File: config.mk
export PLATFORM = sky130hd
export DESIGN_NAME = spi_flash_arbiter_flat
export DESIGN_NICKNAME = d
export VERILOG_FILES = /design/src/rtl/spi_arb_pkg.sv /design/src/rtl/spi_flash_arbiter_if.sv /design/src/rtl/spi_arb_timer.sv /design/src/rtl/spi_flash_arbiter.sv /design/src/flat_wrapper.sv
export SDC_FILE = /design/constraint.sdc
export NUM_CORES = 1
export LEC_CHECK = 0
export CORE_ASPECT_RATIO = 0.9
export CORE_MARGIN = 1.5
export CORE_UTILIZATION = 55
export CTS_CLUSTER_DIAMETER = 50
export DETAILED_ROUTE_END_ITERATION = 10
export HOLD_SLACK_MARGIN = 0.15
export PLACE_DENSITY = 0.76
export SETUP_SLACK_MARGIN = 0.2
export SLEW_MARGIN = 20
export SYNTH_ARGS = -nofsm -noshare
export SYNTH_HDL_FRONTEND = slang
export SYNTH_SLANG_ARGS = --single-unit
File: constraint.sdc
create_clock -name clk -period 5.55 [get_ports clk]
set_input_delay 1.3875 -clock clk [delete_from_list [all_inputs] [get_ports clk]]
set_output_delay 1.3875 -clock clk [all_outputs]
set_load 0.01 [all_outputs]
File: src/rtl/spi_arb_pkg.sv
// Shared definitions for the SPI flash arbiter.
//   - FSM state encoding (IDLE, GRANT0, GRANT1, GAP)
//   - requester index constants (JTAG bridge, fabric SPI master)
//   - flash drive bundle and its parked value (csn high, sclk/mosi low)
package spi_arb_pkg;

    typedef logic [1:0] state_t;

    localparam state_t ST_IDLE   = 2'd0;
    localparam state_t ST_GRANT0 = 2'd1;
    localparam state_t ST_GRANT1 = 2'd2;
    localparam state_t ST_GAP    = 2'd3;

    localparam logic REQ_JTAG   = 1'b0;
    localparam logic REQ_FABRIC = 1'b1;

    typedef struct packed {
        logic csn;
        logic sclk;
        logic mosi;
    } flash_drv_t;

    localparam flash_drv_t FLASH_PARK = '{csn: 1'b1, sclk: 1'b0, mosi: 1'b0};

endpackage

File: src/rtl/spi_flash_arbiter_if.sv
// Bus bundle between the two SPI requesters, the arbiter and the shared flash.
//   req[1:0]        request per requester (bit 0 JTAG bridge, bit 1 fabric master)
//   gnt[1:0]        one-hot-or-zero grant
//   m_csn/m_sclk/m_mosi[1:0]  per-requester SPI drive
//   m_miso[1:0]     per-requester returned flash data
//   flash_csn/flash_sclk/flash_mosi  registered drive to the flash
//   flash_miso      data from the flash
//   timeout_evt     one-cycle pulse on forced release
// slave = arbiter side, master = requesters/flash side.
interface spi_flash_arbiter_if;

    logic [1:0] req;
    logic [1:0] gnt;
    logic [1:0] m_csn;
    logic [1:0] m_sclk;
    logic [1:0] m_mosi;
    logic [1:0] m_miso;
    logic       flash_csn;
    logic       flash_sclk;
    logic       flash_mosi;
    logic       flash_miso;
    logic       timeout_evt;

    modport slave (
        input  req, m_csn, m_sclk, m_mosi, flash_miso,
        output gnt, m_miso, flash_csn, flash_sclk, flash_mosi, timeout_evt
    );

    modport master (
        output req, m_csn, m_sclk, m_mosi, flash_miso,
        input  gnt, m_miso, flash_csn, flash_sclk, flash_mosi, timeout_evt
    );

endinterface

File: src/rtl/spi_arb_timer.sv
// Loadable saturating down-counter with a done flag.
//   clk, rst_n   clock and asynchronous active-low reset (count resets to 0)
//   load_i       load load_val_i (has priority over dec_i)
//   load_val_i   value to load
//   dec_i        decrement by one; holds at zero, never wraps
//   done_o       count is zero
module spi_arb_timer #(
    parameter int unsigned Width = 8
) (
    input  logic             clk,
    input  logic             rst_n,
    input  logic             load_i,
    input  logic [Width-1:0] load_val_i,
    input  logic             dec_i,
    output logic             done_o
);

    logic [Width-1:0] cnt_d, cnt_q;

    always_comb begin
        cnt_d = cnt_q;
        if (load_i) begin
            cnt_d = load_val_i;
        end else if (dec_i && (cnt_q != '0)) begin
            cnt_d = cnt_q - 1'b1;
        end
    end

    always_ff @(posedge clk or negedge rst_n) begin
        if (!rst_n) begin
            cnt_q <= '0;
        end else begin
            cnt_q <= cnt_d;
        end
    end

    assign done_o = (cnt_q == '0);

endmodule

File: src/rtl/spi_flash_arbiter.sv
// Two-requester arbiter for a shared SPI flash.
//   clk     single clock, posedge
//   rst_n   asynchronous active-low reset; release is synchronised internally
//   bus     spi_flash_arbiter_if.slave (requests, grants, SPI muxing, timeout pulse)
// A grant is held until the owner drops req with csn high, or until the owner
// sits idle (csn high, req high) for IDLE_TIMEOUT cycles. Every release is
// followed by GAP_CYCLES cycles with the flash parked before re-arbitration.
// Ties go to the requester not served last.
module spi_flash_arbiter
    import spi_arb_pkg::*;
#(
    parameter int unsigned GAP_CYCLES   = 4,
    parameter int unsigned IDLE_TIMEOUT = 1024
) (
    input logic                clk,
    input logic                rst_n,
    spi_flash_arbiter_if.slave bus
);

    // Timers count down from N-1 so that done marks the Nth cycle.
    localparam logic [7:0]  GapLoad  = 8'(GAP_CYCLES - 1);
    localparam logic [15:0] IdleLoad = 16'(IDLE_TIMEOUT - 1);

    logic [1:0] rst_sync_q;
    logic       run;
    state_t     state_d, state_q;
    logic       last_d, last_q;
    logic       timeout_d, timeout_q;
    flash_drv_t flash_d, flash_q;
    logic       gap_load, gap_dec, gap_done;
    logic       idle_load, idle_dec, idle_done;
    logic       in_grant, sel, cur_csn, cur_req, pick_fabric;

    // Reset assertion is asynchronous everywhere; this only delays the FSM
    // from leaving IDLE until release has been seen on two edges.
    always_ff @(posedge clk or negedge rst_n) begin
        if (!rst_n) begin
            rst_sync_q <= 2'b00;
        end else begin
            rst_sync_q <= {rst_sync_q[0], 1'b1};
        end
    end

    assign run = rst_sync_q[1];

    assign in_grant = (state_q == ST_GRANT0) || (state_q == ST_GRANT1);
    assign sel      = (state_q == ST_GRANT1) ? REQ_FABRIC : REQ_JTAG;
    assign cur_csn  = bus.m_csn[sel];
    assign cur_req  = bus.req[sel];

    always_comb begin
        state_d     = state_q;
        last_d      = last_q;
        timeout_d   = 1'b0;
        gap_load    = 1'b0;
        gap_dec     = 1'b0;
        idle_load   = 1'b0;
        idle_dec    = 1'b0;
        pick_fabric = (bus.req == 2'b11) ? ~last_q : bus.req[REQ_FABRIC];

        case (state_q)
            ST_IDLE: begin
                if (run && (bus.req != 2'b00)) begin
                    state_d   = pick_fabric ? ST_GRANT1 : ST_GRANT0;
                    last_d    = pick_fabric;
                    idle_load = 1'b1;
                end
            end
            ST_GRANT0, ST_GRANT1: begin
                if (!cur_csn) begin
                    // Mid-transaction: never release, restart the idle timer.
                    idle_load = 1'b1;
                end else if (!cur_req) begin
                    state_d  = ST_GAP;
                    gap_load = 1'b1;
                end else if (idle_done) begin
                    state_d   = ST_GAP;
                    gap_load  = 1'b1;
                    timeout_d = 1'b1;
                end else begin
                    idle_dec = 1'b1;
                end
            end
            ST_GAP: begin
                if (gap_done) begin
                    state_d = ST_IDLE;
                end else begin
                    gap_dec = 1'b1;
                end
            end
            default: state_d = ST_IDLE;
        endcase
    end

    // Flash follows the owner only while the grant continues across the edge,
    // so the first grant cycle and every GAP cycle see the parked value.
    always_comb begin
        flash_d = FLASH_PARK;
        if (in_grant && (state_d == state_q)) begin
            flash_d = '{csn: bus.m_csn[sel], sclk: bus.m_sclk[sel], mosi: bus.m_mosi[sel]};
        end
    end

    always_ff @(posedge clk or negedge rst_n) begin
        if (!rst_n) begin
            state_q   <= ST_IDLE;
            last_q    <= REQ_FABRIC;
            timeout_q <= 1'b0;
            flash_q   <= FLASH_PARK;
        end else begin
            state_q   <= state_d;
            last_q    <= last_d;
            timeout_q <= timeout_d;
            flash_q   <= flash_d;
        end
    end

    spi_arb_timer #(
        .Width (8)
    ) u_gap_timer (
        .clk        (clk),
        .rst_n      (rst_n),
        .load_i     (gap_load),
        .load_val_i (GapLoad),
        .dec_i      (gap_dec),
        .done_o     (gap_done)
    );

    spi_arb_timer #(
        .Width (16)
    ) u_idle_timer (
        .clk        (clk),
        .rst_n      (rst_n),
        .load_i     (idle_load),
        .load_val_i (IdleLoad),
        .dec_i      (idle_dec),
        .done_o     (idle_done)
    );

    assign bus.gnt         = {state_q == ST_GRANT1, state_q == ST_GRANT0};
    assign bus.m_miso      = {bus.flash_miso & (state_q == ST_GRANT1),
                              bus.flash_miso & (state_q == ST_GRANT0)};
    assign bus.flash_csn   = flash_q.csn;
    assign bus.flash_sclk  = flash_q.sclk;
    assign bus.flash_mosi  = flash_q.mosi;
    assign bus.timeout_evt = timeout_q;

endmodule

File: src/flat_wrapper.sv
// flat-port wrapper written by rule: the top's interface ports become plain ports
module spi_flash_arbiter_flat import spi_arb_pkg::*;
#(
    parameter int unsigned GAP_CYCLES   = 4,
    parameter int unsigned IDLE_TIMEOUT = 1024
)
  (clk, rst_n, bus_req, bus_m_csn, bus_m_sclk, bus_m_mosi, bus_flash_miso, bus_gnt, bus_m_miso, bus_flash_csn, bus_flash_sclk, bus_flash_mosi, bus_timeout_evt);
  spi_flash_arbiter_if bus_i ();
  input logic clk;
  input logic rst_n;
  input wire logic [$bits(bus_i.req)-1:0] bus_req;
  input wire logic [$bits(bus_i.m_csn)-1:0] bus_m_csn;
  input wire logic [$bits(bus_i.m_sclk)-1:0] bus_m_sclk;
  input wire logic [$bits(bus_i.m_mosi)-1:0] bus_m_mosi;
  input wire logic [$bits(bus_i.flash_miso)-1:0] bus_flash_miso;
  output wire logic [$bits(bus_i.gnt)-1:0] bus_gnt;
  output wire logic [$bits(bus_i.m_miso)-1:0] bus_m_miso;
  output wire logic [$bits(bus_i.flash_csn)-1:0] bus_flash_csn;
  output wire logic [$bits(bus_i.flash_sclk)-1:0] bus_flash_sclk;
  output wire logic [$bits(bus_i.flash_mosi)-1:0] bus_flash_mosi;
  output wire logic [$bits(bus_i.timeout_evt)-1:0] bus_timeout_evt;
  assign bus_i.req = bus_req;
  assign bus_i.m_csn = bus_m_csn;
  assign bus_i.m_sclk = bus_m_sclk;
  assign bus_i.m_mosi = bus_m_mosi;
  assign bus_i.flash_miso = bus_flash_miso;
  assign bus_gnt = bus_i.gnt;
  assign bus_m_miso = bus_i.m_miso;
  assign bus_flash_csn = bus_i.flash_csn;
  assign bus_flash_sclk = bus_i.flash_sclk;
  assign bus_flash_mosi = bus_i.flash_mosi;
  assign bus_timeout_evt = bus_i.timeout_evt;
  spi_flash_arbiter #(.GAP_CYCLES(GAP_CYCLES), .IDLE_TIMEOUT(IDLE_TIMEOUT)) u_core (.clk(clk), .rst_n(rst_n), .bus(bus_i));
endmodule
==> out/metrics.cfg <==
[power_and_ir_drop]
vdd_ir_drop_max_v = 0.000250
p_leak_nw = 0.867
power_density_nw_per_um2 = 426

[timing]
fin_crit_ns = 3.89
drv_slew = 0
rsz0062_at_grt = false
min_period_over_period_pct = 70.0
tightest_slew_ns = 0.710
hold_viol = 0
setup_violations = 0
slew_headroom_pct = 52.4
clock_skew_ns = 0.00372
fmax_mhz = 257
fin_setup_tns_ns = 0

[worst_setup_path]
reg2reg_depth = 7
cpMostUsedCell = clkdlybuf4s50_1
critPathLaunch = bus_flash_miso
cp.depth = 3
worstPathMaxFanout = 2
cp-endpoint = bus_m_miso[0]
cpPeakStageDelay_ns = 0.52
critPathRequiredTime_ns = 4.16
cp_slowest_cell = clkdlybuf4s50_1
critPathBufInv = 2
rr_endpoint = u_core.u_idle_timer.cnt_q[12]$_DFFE_PN0P_
rrSetupSlack_ns = 2.79
crit_chain = clkdlybuf4s50_1 > and2_1 > clkdlybuf4s50_1
r2r-start = u_core.state_q[1]$_DFF_PN0_
endpoint_kind = output pin
worst-endpoint-arrival_ns = 2.50
critPathKind = input pin to output pin
start_kind = input pin
crit_family = buffers and inverters

[clock_network]
clk_latency_ns = 0.29
htreeDepth = 2
cts.sinks = 33
root_buffer = clkbuf_8
numCtsBuffers = 5
post_cts_buffers = 0
cts_resized = 0
ctsLongestPathBuffers = 2
holdBufCountCts = 0
clk_pin_slew_worst_paths_ns = 0.07
cts_tree = done

[floorplan]
die-height_um = 58.8
dieArea_um2 = 3830
die_x_um = 65.0
fp-row-count = 20
initial_core_util_pct = 56.8
core_area_um2 = 3350
ioPinCount = 19

[run_status]
status = complete, no violations

[yosys]
synth.most_common_cell = dfrtp_1
ys.flop_type = dfrtp_1
yosys_warnings = 0
synth_top_area_share_pct = 40.7
yosysTopAreaCell = dfrtp_1
ys_top_cells_by_area = dfrtp_1 41%, xor2_1 6.0%, ha_1 4.6%
ys_async_sr_fraction_pct = 100
avgSynthCellArea_um2 = 9.72
synth.distinct_cells = 53
synth_fp_nets = 214
yosys-top-cells-count = 31 x dfrtp_1, 20 x nor2_1, 15 x nand2_1
synth_area_um2 = 1900
synth-edff-count = 0
ys_ff_latch = 33
synth_seq_area_share_pct = 43.5
netlist_instances = 196

[route]
wl_per_cell_um = 16.0
vias = 1561
first_pass_iters = 4
drtAntennaViolNets = 0
viasPerCell = 6.00
routed_wl_um = 4150
drt-initial-drc-count = 119
post-route-drc-count = 0

[layout]
fin_nets = 233
area_growth_pct = 15.2
drive_gt1_share_pct = 7.87
diodes = 0
final_cells = 260
final_core_util_pct = 65.4

[grt]
overflow = 0
grt_pass1_vias = 1501
antenna_found_initial = 0
grt_usage_pct = 24.4
grt_pass1_wl_um = 6930
grt_max_degree = 34

[place]
routabilityCongestion = 0.880
io_buffer_count = 18
hpwl_um = 2870
dp.cells = 252

[hold_path]
hold_path_class = flip-flop to flip-flop
hold_path_depth = 0

[job]
drv_cap = 0

==> per-layer routing <==
metal	wire [um]	part of all wire [%]	up-vias	GRT usage [%]
met2	1970	47	63	38.9
met1	1790	43	740	31.1
met3	301	7.3	12	6.88
met5	0	0	-	0
li1	-	-	746	-
met4	85	2.0	0	11.9
==> placed cells by master, fill, tap and decap left out, types with 6 or more instances in the layout <==
cell type,n
ha_1,7
xor2_1,13
dfrtp_1,31
clkdlybuf4s50_1,18
nand2_1,15
nor2_1,20
inv_1,7
nor3_1,7
a21oi_1,6
==> area by class of cell <==
class	instances	area, um2
inverters	7	26.3
well taps	44	55.1
clock buffers	6	72.6
clock inverters	2	10.0
repair buffers	19	188
flip-flops and latches	33	828
multi-input cells	149	1010
fillers	272	1160
==> power breakdown <==
group / internal (mW) / switching [mW] / leakage (nW)
combinational: 0.176 / 0.243 / 0.435
clock: 0.0868 / 0.0896 / 0.0450
sequential: 0.295 / 0.0454 / 0.386
total: 0.558 / 0.378 / 0.867
==> stage by stage <==
step	worst slack, ns	power (mW)	cell area, um2	hold WS, ns
after floorplan	2.61	0.641	1900	0.331
after global placement	1.67	0.735	2110	0.332
after detailed placement	1.66	0.757	2110	0.337
after CTS	1.66	0.937	2190	0.353
after global routing	1.62	1.00	2190	0.368
final	1.66	0.936	2190	0.350
==> worst min-delay path by stage <==
stage / start / end / slack [ns]
after floorplan: u_core.rst_sync_q[0]$_DFF_PN0_ / u_core.rst_sync_q[1]$_DFF_PN0_ / 0.33
after global placement: u_core.rst_sync_q[0]$_DFF_PN0_ / u_core.rst_sync_q[1]$_DFF_PN0_ / 0.33
after detailed placement: u_core.rst_sync_q[0]$_DFF_PN0_ / u_core.rst_sync_q[1]$_DFF_PN0_ / 0.34
after CTS: u_core.rst_sync_q[0]$_DFF_PN0_ / u_core.rst_sync_q[1]$_DFF_PN0_ / 0.35
after global routing: u_core.rst_sync_q[0]$_DFF_PN0_ / u_core.rst_sync_q[1]$_DFF_PN0_ / 0.37
final: u_core.rst_sync_q[0]$_DFF_PN0_ / u_core.rst_sync_q[1]$_DFF_PN0_ / 0.35
==> state kept, by name, indices dropped and copies added (netlist names) <==
signal                     cells
u_core.u_idle_timer.cnt_q     16
u_core.u_gap_timer.cnt_q       8
u_core.rst_sync_q              2
u_core.state_q                 2
u_core.bus.flash_csn           1
u_core.bus.flash_mosi          1
u_core.bus.flash_sclk          1
u_core.bus.timeout_evt         1
u_core.last_q                  1
==> logic make-up after synthesis <==
group	share of synthesized area (%)
flops	43.5
mux	2.10
xor+xnor	6.90
simple gates	24.1
buf+inv	3.22
compound gates	15.4
fa+ha+maj	4.60
other cells	0.197
Note: power is estimated with default switching activity, not from simulation.
